<file path="src/rtl/rv32_fetch_pkg.sv">
`timescale 1ns/1ps
`default_nettype none
// +------------------------------------------------------------------+
// | rv32_fetch_pkg : shared types and constants for instruction fetch |
// | Revision 1.0                                                      |
// +------------------------------------------------------------------+
package rv32_fetch_pkg;

  localparam int          XLEN             = 32;
  localparam logic [31:0] NOP_INST         = 32'h0000_0013;
  localparam logic [31:0] DEFAULT_RESET_PC = 32'h0000_0000;

  typedef enum logic [1:0] {
    S_REQ   = 2'd0,
    S_WAIT  = 2'd1,
    S_HOLD  = 2'd2,
    S_FAULT = 2'd3
  } fetch_state_e;

endpackage
`default_nettype wire

</file>
<file path="src/rtl/fetch_pc_next.sv">
`timescale 1ns/1ps
`default_nettype none
// +------------------------------------------------------------------+
// | fetch_pc_next : next-PC select, JALR bit-0 mask, misalign detect  |
// | Revision 1.0                                                      |
// +------------------------------------------------------------------+
module fetch_pc_next (
  input  logic [31:0] pc,
  input  logic        redirect_valid,
  input  logic [31:0] redirect_pc,
  output logic [31:0] next_pc,
  output logic        misaligned
);
  import rv32_fetch_pkg::*;

  logic [XLEN-1:0] target;

  // Bit 0 is always cleared (JALR rule); a remaining bit 1 means a half-word target.
  assign target     = {redirect_pc[XLEN-1:1], 1'b0};
  assign next_pc    = redirect_valid ? target : pc + XLEN'(4);
  assign misaligned = redirect_valid & target[1];

endmodule
`default_nettype wire

</file>
<file path="src/rtl/inst_fetch_unit.sv">
`timescale 1ns/1ps
`default_nettype none
// +------------------------------------------------------------------+
// | inst_fetch_unit : PC owner, single-outstanding imem fetch FSM     |
// | Revision 1.0                                                      |
// +------------------------------------------------------------------+
module inst_fetch_unit #(
  parameter int          XLEN     = 32,
  parameter logic [31:0] RESET_PC = rv32_fetch_pkg::DEFAULT_RESET_PC
) (
  input  logic            clk,
  input  logic            rst,
  output logic            imem_req_valid,
  input  logic            imem_req_ready,
  output logic [XLEN-1:0] imem_req_addr,
  input  logic            imem_resp_valid,
  input  logic [XLEN-1:0] imem_resp_data,
  output logic            inst_valid,
  input  logic            inst_ready,
  output logic [XLEN-1:0] inst,
  output logic [XLEN-1:0] inst_pc,
  output logic [XLEN-1:0] inst_pc_plus4,
  input  logic            redirect_valid,
  input  logic [XLEN-1:0] redirect_pc,
  output logic            fetch_fault
);
  import rv32_fetch_pkg::*;

  fetch_state_e    state;
  fetch_state_e    state_next;
  logic [XLEN-1:0] pc;
  logic [XLEN-1:0] pc_next_sel;
  logic            misaligned;
  logic            consume;
  logic            capture;

  assign consume       = inst_valid & inst_ready;
  assign capture       = (state == S_WAIT) & imem_resp_valid;
  assign imem_req_addr = pc;
  assign inst_pc_plus4 = inst_pc + XLEN'(4);

  fetch_pc_next u_pc_next (
    .pc             (pc),
    .redirect_valid (redirect_valid),
    .redirect_pc    (redirect_pc),
    .next_pc        (pc_next_sel),
    .misaligned     (misaligned)
  );

  always_ff @(posedge clk) begin
    if (rst) state <= S_REQ;
    else     state <= state_next;
  end

  always_comb begin
    state_next     = state;
    imem_req_valid = 1'b0;
    case (state)
      S_REQ: begin
        imem_req_valid = ~rst;
        if (imem_req_ready) state_next = S_WAIT;
      end
      S_WAIT:  if (imem_resp_valid) state_next = S_HOLD;
      S_HOLD:  if (consume) state_next = misaligned ? S_FAULT : S_REQ;
      S_FAULT: state_next = S_FAULT;
      default: state_next = S_REQ;
    endcase
  end

  // redirect inputs only matter on the consuming edge
  always_ff @(posedge clk) begin
    if (rst) begin
      pc          <= RESET_PC;
      inst        <= NOP_INST;
      inst_pc     <= RESET_PC;
      inst_valid  <= 1'b0;
      fetch_fault <= 1'b0;
    end else begin
      if (capture) begin
        inst       <= imem_resp_data;
        inst_pc    <= pc;
        inst_valid <= 1'b1;
      end
      if ((state == S_HOLD) && consume) begin
        inst_valid <= 1'b0;
        pc         <= pc_next_sel;
        if (misaligned) fetch_fault <= 1'b1;
      end
    end
  end

endmodule
`default_nettype wire

</file>
<file path="config.mk">
export PLATFORM = sky130hd
export DESIGN_NAME = inst_fetch_unit
export DESIGN_NICKNAME = d
export VERILOG_FILES = /design/src/rtl/rv32_fetch_pkg.sv /design/src/rtl/fetch_pc_next.sv /design/src/rtl/inst_fetch_unit.sv
export SDC_FILE = /design/constraint.sdc
export NUM_CORES = 1
export LEC_CHECK = 0
export CAP_MARGIN = 5
export CORE_ASPECT_RATIO = 2
export CORE_MARGIN = 4
export CORE_UTILIZATION = 35
export CTS_BUF_LIST = sky130_fd_sc_hd__clkbuf_4
export DETAILED_ROUTE_END_ITERATION = 6
export PLACE_DENSITY = 0.77
export SLEW_MARGIN = 0
export SYNTH_ARGS = -nofsm -noshare
export SYNTH_HDL_FRONTEND = slang
export SYNTH_SLANG_ARGS = --single-unit
export TNS_END_PERCENT = 30
</file>
<file path="constraint.sdc">
create_clock -name clk -period 5.2 [get_ports clk]
set_input_delay 1.3 -clock clk [delete_from_list [all_inputs] [get_ports clk]]
set_output_delay 1.3 -clock clk [all_outputs]
set_load 0.01 [all_outputs]
</file>
* Yosys cells after proc, flatten, opt, wreduce, memory -nomap -nowiden *
Index checks and enable logic that the tools add are counted.

storage, ports and cells
  flip-flop bits (word level) = 100
  RAM bits = 0
  ROM bits = 0
  logic and storage cells = 30
  output and inout port bits = 131
  input bits = 70
  latch bits = 0
  memories kept = 0

operators by class
  equal/unequal tests = 6
  $mul = 0
  div/mod/pow operators = 0
  magnitude comparators = 0
  shift operators = 0
  add/sub/neg operators = 2
  bitwise logic cells = 4
  reduce and logical (&&, ||, !) cells = 5
  multiplexer cells = 7

operators by type and width
  operator                                                          count
  32-bit by 3-bit adder with 32-bit output (second input constant)  2
  32-bit two-way mux                                                1
  2-bit two-way mux                                                 4
  2-bit one-hot mux with 4 select lines                             1
  2-bit != test (second input constant)                             3
  2-bit == test (second input constant)                             2
  1-bit AND                                                         3
  3-bit AND reduction                                               1
  2-bit by 1-bit == test with 1-bit output (second input constant)  1
  2-bit logical NOT                                                 1
  2-bit AND reduction                                               1
  2-bit OR reduction                                                1
  1-bit logical AND                                                 1
  1-bit two-way mux                                                 1
  1-bit inverter                                                    1

* Logic depth before layout (Yosys ltp) *
Gate-level depths: netlist of run 1.

  depth after elaboration = 4
  mapped depth = 7
  gate-level depth less buffers = 5

* Hierarchy *
Synthesis of run 1 repeated with hierarchy kept, for this count alone.

unflattened totals
  cell total of the unflattened synthesis = 688
  area total of the unflattened synthesis = 5059.9 um^2

modules (own cells, without submodules)
  module           area each (um^2)  times used  sequential area each (um^2)  cells an instance
  inst_fetch_unit  4081.4            1           2001.9                       524
  fetch_pc_next    978.4             1           0.0                          164

* Least setup slack after synthesis of run 1 *
OpenSTA, ideal clock, no wires.

  kind = input -> output
  start = input port rst
  end = output port imem_req_valid
  data required time = 3.900 ns
  setup slack = 1.926 ns
  path buffers = 2
  stages = 3
  arrival time = 1.974 ns
  cell sequence = clkbuf_1 -> buf_1 -> nor3_1

between the ends
  cells in the longest elaborated chain, start to end = 2

RTL lines
  element            line                   source
  start, declared    inst_fetch_unit.sv:12  input logic rst,
  1-bit inverter     inst_fetch_unit.sv:60  imem_req_valid = ~rst;
  1-bit two-way mux  inst_fetch_unit.sv:58  case (state)
  end, declared      inst_fetch_unit.sv:13  output logic imem_req_valid,

No other way between the ends.

* Final worst setup path of run 1 *
  start = register inst_pc[2]
  end = output port inst_pc_plus4[31]

between the ends
  cells in the longest elaborated chain, start to end = 1

RTL lines
  element                                   line                   source
  start, declared                           inst_fetch_unit.sv:21  output logic [XLEN-1:0] inst_pc,
  start signal, assigned                    inst_fetch_unit.sv:81  inst_pc <= pc;
  32-bit by 3-bit adder with 32-bit output  inst_fetch_unit.sv:40  assign inst_pc_plus4 = inst_pc + XLEN'(4);
  end, declared                             inst_fetch_unit.sv:22  output logic [XLEN-1:0] inst_pc_plus4,

No other way between the ends.

==> results of run 1 <==
==> flip-flops by register name (all words and copies together), names as in the netlist <==
name           flops
state              2
imem_req_addr     31
inst_pc           31
fetch_fault        1
inst              32
inst_valid         1
==> area by class of cell <==
cell class	instances	area [um2]
Antenna cell	1	2.50
Clock buffer	9	67.6
Clock inverter	7	85.1
Fill cell	1466	7130
Inverter	15	56.3
Multi-Input combinational cell	524	2880
Sequential cell	98	1960
Tap cell	192	240
Timing Repair Buffer	203	2010
==> critical path, stage by stage, from the launching register on <==
cell and delay [ps]:
sky130_fd_sc_hd__dfxtp_1 490, sky130_fd_sc_hd__and4_1 250, sky130_fd_sc_hd__and4_1 530, sky130_fd_sc_hd__nand4_1 290
sky130_fd_sc_hd__xnor2_1 210, sky130_fd_sc_hd__clkdlybuf4s50_1 590
==> routing by layer <==
metal	global-route usage	vias to the layer above	part of all wire
li1	-	2760	-
met2	0.365	218	0.53
met1	0.222	2604	0.36
met5	0	-	0
met3	0.0393	51	0.062
met4	0.102	0	0.044
==> cells by family after synthesis <==
group           Yosys count  synth area share
compound gates          153             0.180
xor+xnor                 28            0.0476
fa+ha+maj                 2           0.00486
buf+inv                  74            0.0625
flops                    98             0.381
mux                       1           0.00194
other cells               1          0.000729
simple gates            337             0.321
==> layout by cell type (no fill, tap or decap), types with 4 or more instances in the layout <==
| cell | count |
|---|---|
| sky130_fd_sc_hd__a211o_1 | 7 |
| sky130_fd_sc_hd__buf_4 | 8 |
| sky130_fd_sc_hd__dfxtp_1 | 98 |
| sky130_fd_sc_hd__and4_1 | 7 |
| sky130_fd_sc_hd__or2_2 | 4 |
| sky130_fd_sc_hd__o21ai_0 | 10 |
| sky130_fd_sc_hd__clkdlybuf4s50_1 | 194 |
| sky130_fd_sc_hd__a31oi_1 | 18 |
| sky130_fd_sc_hd__xnor2_1 | 25 |
| sky130_fd_sc_hd__and3_1 | 13 |
| sky130_fd_sc_hd__a311o_1 | 4 |
| sky130_fd_sc_hd__nor2_1 | 29 |
| sky130_fd_sc_hd__nand2_1 | 166 |
| sky130_fd_sc_hd__clkbuf_4 | 9 |
| sky130_fd_sc_hd__a21oi_1 | 84 |
| sky130_fd_sc_hd__nand3_1 | 38 |
| sky130_fd_sc_hd__nor4_1 | 9 |
| sky130_fd_sc_hd__nand4_1 | 24 |
| sky130_fd_sc_hd__nor3_1 | 24 |
| sky130_fd_sc_hd__a211oi_1 | 5 |
| sky130_fd_sc_hd__inv_1 | 14 |
==> worst paths after layout <==
path	start	endpoint	depth (start not counted)	slack, ps
worst min register to register	fetch_fault$_SDFFE_PP0P_	fetch_fault$_SDFFE_PP0P_	2	460
worst max-delay path	inst_pc[2]$_SDFFE_PP0P_	inst_pc_plus4[31]	5	1080
worst min-delay path	fetch_fault$_SDFFE_PP0P_	fetch_fault$_SDFFE_PP0P_	2	460
worst max register to register	state[1]$_SDFFE_PP0P_	imem_req_addr[16]$_SDFFE_PP0P_	5	3230
==> through the flow <==
| stage | std cells | utilization | worst slack (ps) | power, mW |
|---|---|---|---|---|
| floorplan | 696 | - | 1930 | 0.887 |
| global placement | 1032 | 0.495 | 1550 | 0.995 |
| detailed placement | 1032 | 0.495 | 1530 | 0.998 |
| CTS | 1048 | 0.506 | 983 | 1.44 |
| global route | 1049 | 0.506 | 895 | 1.48 |
| finish | 1049 | 0.506 | 1080 | 1.42 |
==> power by group through the flow <==
stage | Combinational, mW | Clock, mW | Sequential, mW
global placement | 0.191 | 0 | 0.804
finish | 0.193 | 0.439 | 0.789
floorplan | 0.0795 | 0 | 0.808
detailed placement | 0.193 | 0 | 0.805
CTS | 0.194 | 0.453 | 0.789
global route | 0.207 | 0.479 | 0.792
==> impl_results.md, run 1 <==
- Number of flops mapped to enable cells by yosys: 0
- Post-synthesis cell type count: 53
- Global route overflow: 0
- Number of buffers inserted by port buffering: 196
- Horizontal die dimension: between 90 and 100 um
- Number of synthesis warnings: 0
- Post-synthesis instance area: just over 5000 um2
- Max_slew headroom: 0.434
- Antenna violations before repair: 1
- Routed WL per cell: 16.8 um
- Total number of H-tree levels: 3
- Leak pwr: 2.39 nW
- Transition time at the pin with the least slew margin: 848 ps
- Pwr/cell area: 195 nW/um2
- DR vias/cell: 5.37
- Cell with the most instances after synthesis: sky130_fd_sc_hd__nand2_1
- Total CTS buffers: 9
- CTS Hold Buffers Added: 0
- Internal power summed over all cells: 1.02 mW
- Max rail drop VDD: 0.129 mV
- Final standard cell area without fillers: roughly 7300 um2
- Skew final: between 20 and 25 ps
- Critical Path End Type: primary output
- Worst setup path class: flip-flop to primary output
- Height of the die: 180 um
- Clock Root Buffer: sky130_fd_sc_hd__clkbuf_4
- Number of failing hold endpoints at the final stage: 0
- Area share of the leading cell type in the synthesized netlist: 0.381
- Number of resized instances in the post-cts repair step: 0
- Clock slew at reported path FFs: roughly 180 ps
- Clk pwr share: 0.309
- Fraction of power consumed by sequential logic: 0.556
- Longest Clk Path Bufs: 2
- Post-CTS setup-driven buffer insertion count: 0
- Vias in the first global route: ~5200
- GR Util All Layers: 0.204
- Growth of design area from synthesis to finish: 41.8%
- Synth Instances: approximately 690
- Total wire length: 17600 um
- Setup violation total in the final timing report: 0
- Crit path DAT: approximately 2800 ps
- Fraction of layout cells with a size suffix above 1: 0.0479
- Asr flop ratio synth: 0
- Fraction of power spent switching nets: 0.279
- First-pass GRT wire length: between 20000 and 30000 um
- Clock latency at the later pin of the worst-skew pair: 460 ps
- Initial core utilization: 0.357
- Std-Cell Rows: 62
- Maximum number of pins on one net before global-route repair: between 50 and 60
- Area of placed instances: roughly 7000 um2
- Slew Viols, Final: 0
- Final min period: 4120 ps
- CP startpoint kind: flip-flop
- Required arrival time at the worst endpoint: 3900 ps
- Post-Route Hold Slack: 461 ps
- Accumulated negative setup slack: 0 ps
- Synth top area cells: sky130_fd_sc_hd__dfxtp_1, sky130_fd_sc_hd__nand2_1, sky130_fd_sc_hd__a21oi_1
- Core Area: ~14000 um2
- CTS tree: yes
- Seq cells post-synth: 98
- Die area: 16800 um2
- Part of the total power dissipated in combinational logic: 0.136
- Max Clk Rate: 0.243 GHz
- Weighted congestion reported at the end of routability-driven placement: ~0.84
- Type of the tightest min-delay check: flip-flop to flip-flop
- Average cell area after synthesis: 7.42 um2
- Number of nets in the layout: between 900 and 1000
- Final clock period utilization by the worst path: 0.793
- Clock sinks: 98
- DR iter-0 viols: between 400 and 500
- Switching Power: between 0.3 and 0.4 mW
- Share of the yosys chip area belonging to registers: 0.381
- Via count: 5633
- Most area-hungry cell type in the Yosys netlist: sky130_fd_sc_hd__dfxtp_1
- Maximum net fanout on the critical path: 12
- Most frequent cells after synthesis: sky130_fd_sc_hd__nand2_1, sky130_fd_sc_hd__dfxtp_1, sky130_fd_sc_hd__a21oi_1
- Most used flip-flop cell after synthesis: sky130_fd_sc_hd__dfxtp_1
- Residual antenna-violating net count after detailed routing: 0
- Result of the run: complete, no violations
- Top-Level Pins: 201
- DPL Wire Length: between 10000 and 15000 um
- DRC violation count after routing: 0
- Unrepaired setup endpoints after global routing: no
- TritonRoute pass-1 iters: 5
- # Max-Cap Violations: 0
(Power assumes the default switching activity.)
==> inputs of run 2 (changes only) <==
clock period = 3.9 ns   (was 5.2 ns; I/O delays follow)
==> run 2 against run 1 <==
Clock power is 25% higher. Flip-flop and latch count stayed put. Sequential share of layout area is 0.074 points lower. Register-to-register slack worse by 1300 ps. Global-route usage hardly changed. Clock skew is 2.3 ps lower. Via count is 0.92% lower. Sequential power is 33% higher. Critical endpoint unchanged. Highest routed layer unchanged.
==> impl_results.md, run 2 (same netlist as run 1, synthesis figures left out) <==
- GR Util All Layers: 0.204 (+0.000274)
- Area of placed instances: 7180 um2 (+0.56%)
- Total CTS buffers: 9 (unchanged)
- Maximum number of pins on one net before global-route repair: 68 (+19%)
- Unrepaired setup endpoints after global routing: no
- Pwr/cell area: 254 nW/um2 (+31%)
- Final worst setup slack: 298 ps (-780 ps)
- Leak pwr: 2.40 nW (+0.18%)
- Master of the slowest instance on the critical path: sky130_fd_sc_hd__clkdlybuf4s50_1
- Worst setup path class: flip-flop to primary output
- Antenna violations before repair: 1 (unchanged)
- Slew Viols, Final: 0 (unchanged)
- Weighted congestion reported at the end of routability-driven placement: 0.873 (+3.8%)
- Number of flip-flops in the largest register: 32 (unchanged)
- Clock Root Buffer: sky130_fd_sc_hd__clkbuf_4
- Number of failing hold endpoints at the final stage: 0 (unchanged)
- Max Clk Rate: roughly 0.28 GHz
- Max_slew headroom: 0.523 (+0.0881)
- Most frequent cells in the layout: sky130_fd_sc_hd__clkdlybuf4s50_1, sky130_fd_sc_hd__nand2_1, sky130_fd_sc_hd__dfxtp_1
- Post-Route Hold Slack: 458 ps (-2.27 ps)
- Initial core utilization: 0.357 (unchanged)
- Vias in the first global route: 5207 (-0.50%)
- Longest Clk Path Bufs: 2 (unchanged)
- TritonRoute pass-1 iters: 5 (unchanged)
- Die area: 16800 um2 (unchanged)
- Clock latency at the later pin of the worst-skew pair: 460 ps (about the same)
- DR vias/cell: 5.32 (-0.92%)
- Sequence of cells on the critical path: and4_1 -> and3_1 -> nand4_1 -> xnor2_1 -> clkdlybuf4s50_1
- Type of the tightest min-delay check: flip-flop to flip-flop
- Max rail drop VDD: 0.200 mV (+55%)
- Required arrival time at the worst endpoint: 2920 ps (-980 ps)
- Top-Level Pins: 201 (unchanged)
- Clock sinks: 98 (unchanged)
- Transition time at the pin with the least slew margin: 716 ps (-132 ps)
- Result of the run: complete, no violations
- Final Instance Count excl. Fillers: 1049 (unchanged)
- Post-CTS setup-driven buffer insertion count: 0 (unchanged)
- Height of the die: 180 um (unchanged)
- DPL Wire Length: 13200 um (+1.3%)
- Residual antenna-violating net count after detailed routing: 0 (unchanged)
- Worst Setup Slack post-DPL: 648 ps (-885 ps)
- Final standard cell utilization of the core: 0.507 (+0.00139)
- Setup violation total in the final timing report: 0 (unchanged)
- Maximum cell stage delay along the critical path: 580 ps (about the same)
- Accumulated negative setup slack: 0 ps (unchanged)
- Total wire length: 17500 um (-0.60%)
- Register bank with the most flops: inst
- Most frequent standard cell in the layout excluding fill and tap cells: sky130_fd_sc_hd__clkdlybuf4s50_1
- Final clock period utilization by the worst path: 0.924
- Final standard cell area without fillers: 7320 um2 (+0.27%)
- Total power draw: 1.86 mW (+31%)
- Crit path DAT: 2630 ps (-190 ps)
- First-pass GRT wire length: 27600 um (+0.58%)
- Critical Path End Type: primary output
- Post-Place Cells: 1034 (+0.19%)
- CTS tree: yes
- CTS Hold Buffers Added: 0 (unchanged)
- Growth of design area from synthesis to finish: 42.2%
- Std-Cell Rows: 62 (unchanged)
- Horizontal die dimension: 93.8 um (unchanged)
- # Max-Cap Violations: 0 (unchanged)
- CP startpoint kind: flip-flop
- Maximum net fanout on the critical path: 7 (-5)
- Global route overflow: 0 (unchanged)
- Skew final: 20.0 ps (-2.30 ps)
- Fraction of layout cells with a size suffix above 1: 0.0502 (+0.00234)
- Clock slew at reported path FFs: 160 ps (-20 ps)
- Routed WL per cell: 16.7 um (-0.60%)
- Core Area: 14400 um2 (unchanged)
- Total number of H-tree levels: 3 (unchanged)
- DRC violation count after routing: 0 (unchanged)
- Via count: 5581 (-0.92%)
- Final min period: ~3600 ps
- Number of resized instances in the post-cts repair step: 0 (unchanged)
- Number of buffers inserted by port buffering: 196 (unchanged)
- DR iter-0 viols: 397 (-19%)
- Number of nets in the layout: 925 (+0.22%)
==> run 2: cell count changes in the layout (fill, tap and decap cells not counted) <==
cell	change
sky130_fd_sc_hd__clkinvlp_4	+1
sky130_fd_sc_hd__buf_12	+2
sky130_fd_sc_hd__and4_1	-1
sky130_fd_sc_hd__clkinv_1	-1
sky130_fd_sc_hd__clkinv_4	-1
sky130_fd_sc_hd__and4_2	+1
sky130_fd_sc_hd__clkinv_8	-1
==> run 2: path summary, 6_finish.rpt <==
| path | to | slack [ps] | startpoint | cells past startpoint |
|---|---|---|---|---|
| hold reg to reg | fetch_fault$_SDFFE_PP0P_ | 460 | fetch_fault$_SDFFE_PP0P_ | 2 |
| setup reg to reg | imem_req_addr[12]$_SDFFE_PP0P_ | 1970 | imem_req_addr[3]$_SDFFE_PP0P_ | 5 |
| setup / recovery | inst_pc_plus4[31] | 300 | inst_pc[16]$_SDFFE_PP0P_ | 5 |
| hold / removal | fetch_fault$_SDFFE_PP0P_ | 460 | fetch_fault$_SDFFE_PP0P_ | 2 |
==> run 2: critical path: cells and delay by family, from the launching register on <==
family	cells	cell delay, ps
and+or+nand+nor	3	870
buffers and inverters	1	580
xor gates and xnor gates	1	210
DFF	1	500
==> run 2: final cells by class <==
cell class	count	area [um2]
inverters	15	56.3
well taps	192	240
diodes	1	2.50
repair buffers	205	2050
clock inverters	5	63.8
multi-input cells	524	2880
flip-flops and latches	98	1960
fillers	1434	7110
clock buffers	9	67.6
==> run 2: per-layer routing <==
layer	track usage	vias to the layer above	wire (um)
li1	-	2766	-
met1	0.228	2608	6560
met2	0.379	177	9610
met3	0.0322	30	873
met4	0.0706	0	473
met5	0	-	0
==> run 2: report_power, final <==
group	switching [mW]	internal (mW)	leakage, nW
combinational	0.126	0.133	1.54
clock	0.354	0.196	0.0693
sequential	0.0242	1.03	0.792
total	0.504	1.36	2.40
==> inputs of run 3 (changes only) <==
ABC_AREA = 1   (was unset)
CORE_MARGIN = 2   (was 4)
==> run 3 against run 2 <==
First-iteration DRC count down 33%. Clock-buffer cell count unchanged. Routed wire length up 4.6%. Clock power down 6.0%.
==> impl_results.md, run 3 <==
- Number of nets in the layout: 1087 (+18%)
- Clock slew at reported path FFs: 160 ps (about the same)
- Leak pwr: 2.75 nW (+15%)
- DR vias/cell: 4.85 (-8.7%)
- Total number of H-tree levels: 3 (unchanged)
- Synth top area cells: sky130_fd_sc_hd__dfxtp_1, sky130_fd_sc_hd__nand2_1, sky130_fd_sc_hd__nor2_1
- Skew final: 19.2 ps (-0.775 ps)
- Post-Place Cells: 1202 (+16%)
- Post-synthesis instance area: 5390 um2 (+4.6%)
- Most frequent cells in the layout: sky130_fd_sc_hd__nand2_1, sky130_fd_sc_hd__clkdlybuf4s50_1, sky130_fd_sc_hd__nor2_1
- TritonRoute pass-1 iters: 5 (unchanged)
- First-pass GRT wire length: 28600 um (+3.6%)
- Vias in the first global route: 5650 (+8.5%)
- Growth of design area from synthesis to finish: 41.1%
- DPL Wire Length: 14500 um (+9.3%)
- Routed WL per cell: 15.0 um (-10%)
- Height of the die: 179 um (about the same)
- Final worst setup slack: 286 ps (-11.4 ps)
- Final min period: 3610 ps (+11.4 ps)
- Most used flip-flop cell after synthesis: sky130_fd_sc_hd__dfxtp_1
- CTS tree: yes
- Final clock period utilization by the worst path: 0.927 (+0.00293)
- # Max-Cap Violations: 0 (unchanged)
- Worst Setup Slack post-DPL: 780 ps (+132 ps)
- Number of failing hold endpoints at the final stage: 0 (unchanged)
- Max rail drop VDD: 0.0954 mV (-52%)
- Number of resized instances in the post-cts repair step: 0 (unchanged)
- Antenna violations before repair: 1 (unchanged)
- Final Instance Count excl. Fillers: 1219 (+16%)
- Max Clk Rate: 0.277 GHz (-0.32%)
- Synth Instances: 834 (+20%)
- Seq cells post-synth: 98 (unchanged)
- Post-synthesis cell type count: 39 (-26%)
- Longest Clk Path Bufs: 2 (unchanged)
- Area share of the leading cell type in the synthesized netlist: 0.364 (-0.0169)
- DR iter-0 viols: 266 (-33%)
- Final standard cell utilization of the core: 0.500 (-0.00769)
- Total wire length: 18300 um (+4.6%)
- Weighted congestion reported at the end of routability-driven placement: 0.892 (+2.1%)
- Residual antenna-violating net count after detailed routing: 0 (unchanged)
- Clock sinks: 98 (unchanged)
- Number of flip-flops in the largest register: 32 (unchanged)
- Initial core utilization: 0.354 (-0.00272)
- Clock latency at the later pin of the worst-skew pair: 470 ps (about the same)
- Horizontal die dimension: 91.7 um (-2.2%)
- Total power draw: 2.07 mW (+11%)
- Std-Cell Rows: 64 (+3.2%)
- Clock Root Buffer: sky130_fd_sc_hd__clkbuf_4
- Type of the tightest min-delay check: flip-flop to flip-flop
- Most frequent cells after synthesis: sky130_fd_sc_hd__nand2_1, sky130_fd_sc_hd__nor2_1, sky130_fd_sc_hd__dfxtp_1
- Via count: 5918 (+6.0%)
- Asr flop ratio synth: 0 (unchanged)
- Critical Path End Type: primary output
- Maximum net fanout on the critical path: 4 (-3)
- Number of buffers inserted by port buffering: 196 (unchanged)
- Core Area: 15200 um2 (+5.4%)
- Complex-gate fraction of the synthesized area: 0.127 (-0.0533)
- Register bank with the most flops: inst
- Share of synthesized cell area in and, or, nand and nor gates: 0.367 (+0.0466)
- Most area-hungry cell type in the Yosys netlist: sky130_fd_sc_hd__dfxtp_1
- Setup violation total in the final timing report: 0 (unchanged)
- Transition time at the pin with the least slew margin: 782 ps (+65.6 ps)
- Top-Level Pins: 201 (unchanged)
- Dominant combinational cell family by area after synthesis: simple AND/OR/NAND/NOR gates
- Cell with the most instances after synthesis: sky130_fd_sc_hd__nand2_1
- CP startpoint kind: flip-flop
- Worst setup path class: flip-flop to primary output
- Unrepaired setup endpoints after global routing: no
- Fraction of layout cells with a size suffix above 1: 0.0569 (+0.00663)
- Share of the yosys chip area belonging to registers: 0.364 (-0.0169)
- Pwr/cell area: 272 nW/um2 (+7.0%)
- Average cell area after synthesis: 6.46 um2 (-13%)
- Number of flops mapped to enable cells by yosys: 0 (unchanged)
- Crit path DAT: 2640 ps (about the same)
- Xor and xnor area share after synthesis: 0.0472 (-0.000488)
- GR Util All Layers: 0.220 (+0.0161)
- Post-synthesis adder-cell area fraction: 0.00465 (-0.000216)
- Slew Viols, Final: 0 (unchanged)
- Global route overflow: 0 (unchanged)
- Total CTS buffers: 9 (unchanged)
- Most frequent standard cell in the layout excluding fill and tap cells: sky130_fd_sc_hd__nand2_1
- Required arrival time at the worst endpoint: 2920 ps (about the same)
- Die area: 16500 um2 (-2.2%)
- Max_slew headroom: 0.479 (-0.0438)
- DRC violation count after routing: 0 (unchanged)
- Post-CTS setup-driven buffer insertion count: 0 (unchanged)
- Accumulated negative setup slack: 0 ps (unchanged)
- Number of synthesis warnings: 0 (unchanged)
- Maximum number of pins on one net before global-route repair: 85 (+25%)
- Result of the run: complete, no violations
- Multiplexer area fraction after synthesis: 0.00186 (-0.0000863)
- CTS Hold Buffers Added: 0 (unchanged)
[run 3: cell families after synthesis]
| group | Yosys count |
|---|---|
| AOI/OAI and AO/OA | 130 |
| other | 1 |
| buffers and inverters | 110 |
| DFF | 98 |
| muxes | 1 |
| xor gates and xnor gates | 29 |
| adders and majority gates | 2 |
| and+or+nand+nor | 463 |
[run 3: final cells by class]
class | instances | area [um2]
tap | 198 | 248
timing repair buffer | 202 | 2010
sequential | 98 | 1960
antenna | 1 | 2.50
multi-input combinational | 628 | 2970
fill | 1539 | 7610
clock buffer | 9 | 67.6
inverter | 76 | 288
clock inverter | 7 | 57.6
[run 3: path summary, 6_finish.rpt]
path / from / end / slack [ps] / depth (start not counted)
setup reg to reg: imem_req_addr[3]$_SDFFE_PP0P_ / imem_req_addr[10]$_SDFFE_PP0P_ / 1990 / 8
hold / removal: inst[29]$_SDFFE_PP0P_ / inst[29]$_SDFFE_PP0P_ / 470 / 2
setup / recovery: inst_pc[3]$_SDFFE_PP0P_ / inst_pc_plus4[30] / 290 / 8
hold reg to reg: inst[29]$_SDFFE_PP0P_ / inst[29]$_SDFFE_PP0P_ / 470 / 2
[run 3: metal layers]
| metal | share of wire | vias to the layer above | global-route usage |
|---|---|---|---|
| met5 | 0 | - | 0 |
| met4 | 0.063 | 0 | 0.143 |
| met3 | 0.033 | 58 | 0.0289 |
| met2 | 0.53 | 174 | 0.401 |
| met1 | 0.38 | 2672 | 0.231 |
| li1 | - | 3014 | - |
[run 3: power by group]
part           switching (mW)  internal, mW  leakage, nW
clock network           0.376         0.141       0.0653
registers              0.0480          1.05        0.796
logic                   0.213         0.237         1.88
total                   0.637          1.43         2.75
[run 3: stage by stage]
step	hold WS, ps	area (um2)
after global routing	495	7600
after floorplan	474	5390
after CTS	478	7600
final	474	7600
after global placement	451	7470
after detailed placement	456	7470
[run 3: critical path, cell delays in order, from the launching register on]
cell and delay (ps):
sky130_fd_sc_hd__dfxtp_1 440, sky130_fd_sc_hd__ha_1 230, sky130_fd_sc_hd__nand2_1 130, sky130_fd_sc_hd__nor2_2 180, sky130_fd_sc_hd__inv_1 110, sky130_fd_sc_hd__nor2_1 240, sky130_fd_sc_hd__nand2_1 140, sky130_fd_sc_hd__xor2_1 150
sky130_fd_sc_hd__clkdlybuf4s50_1 560
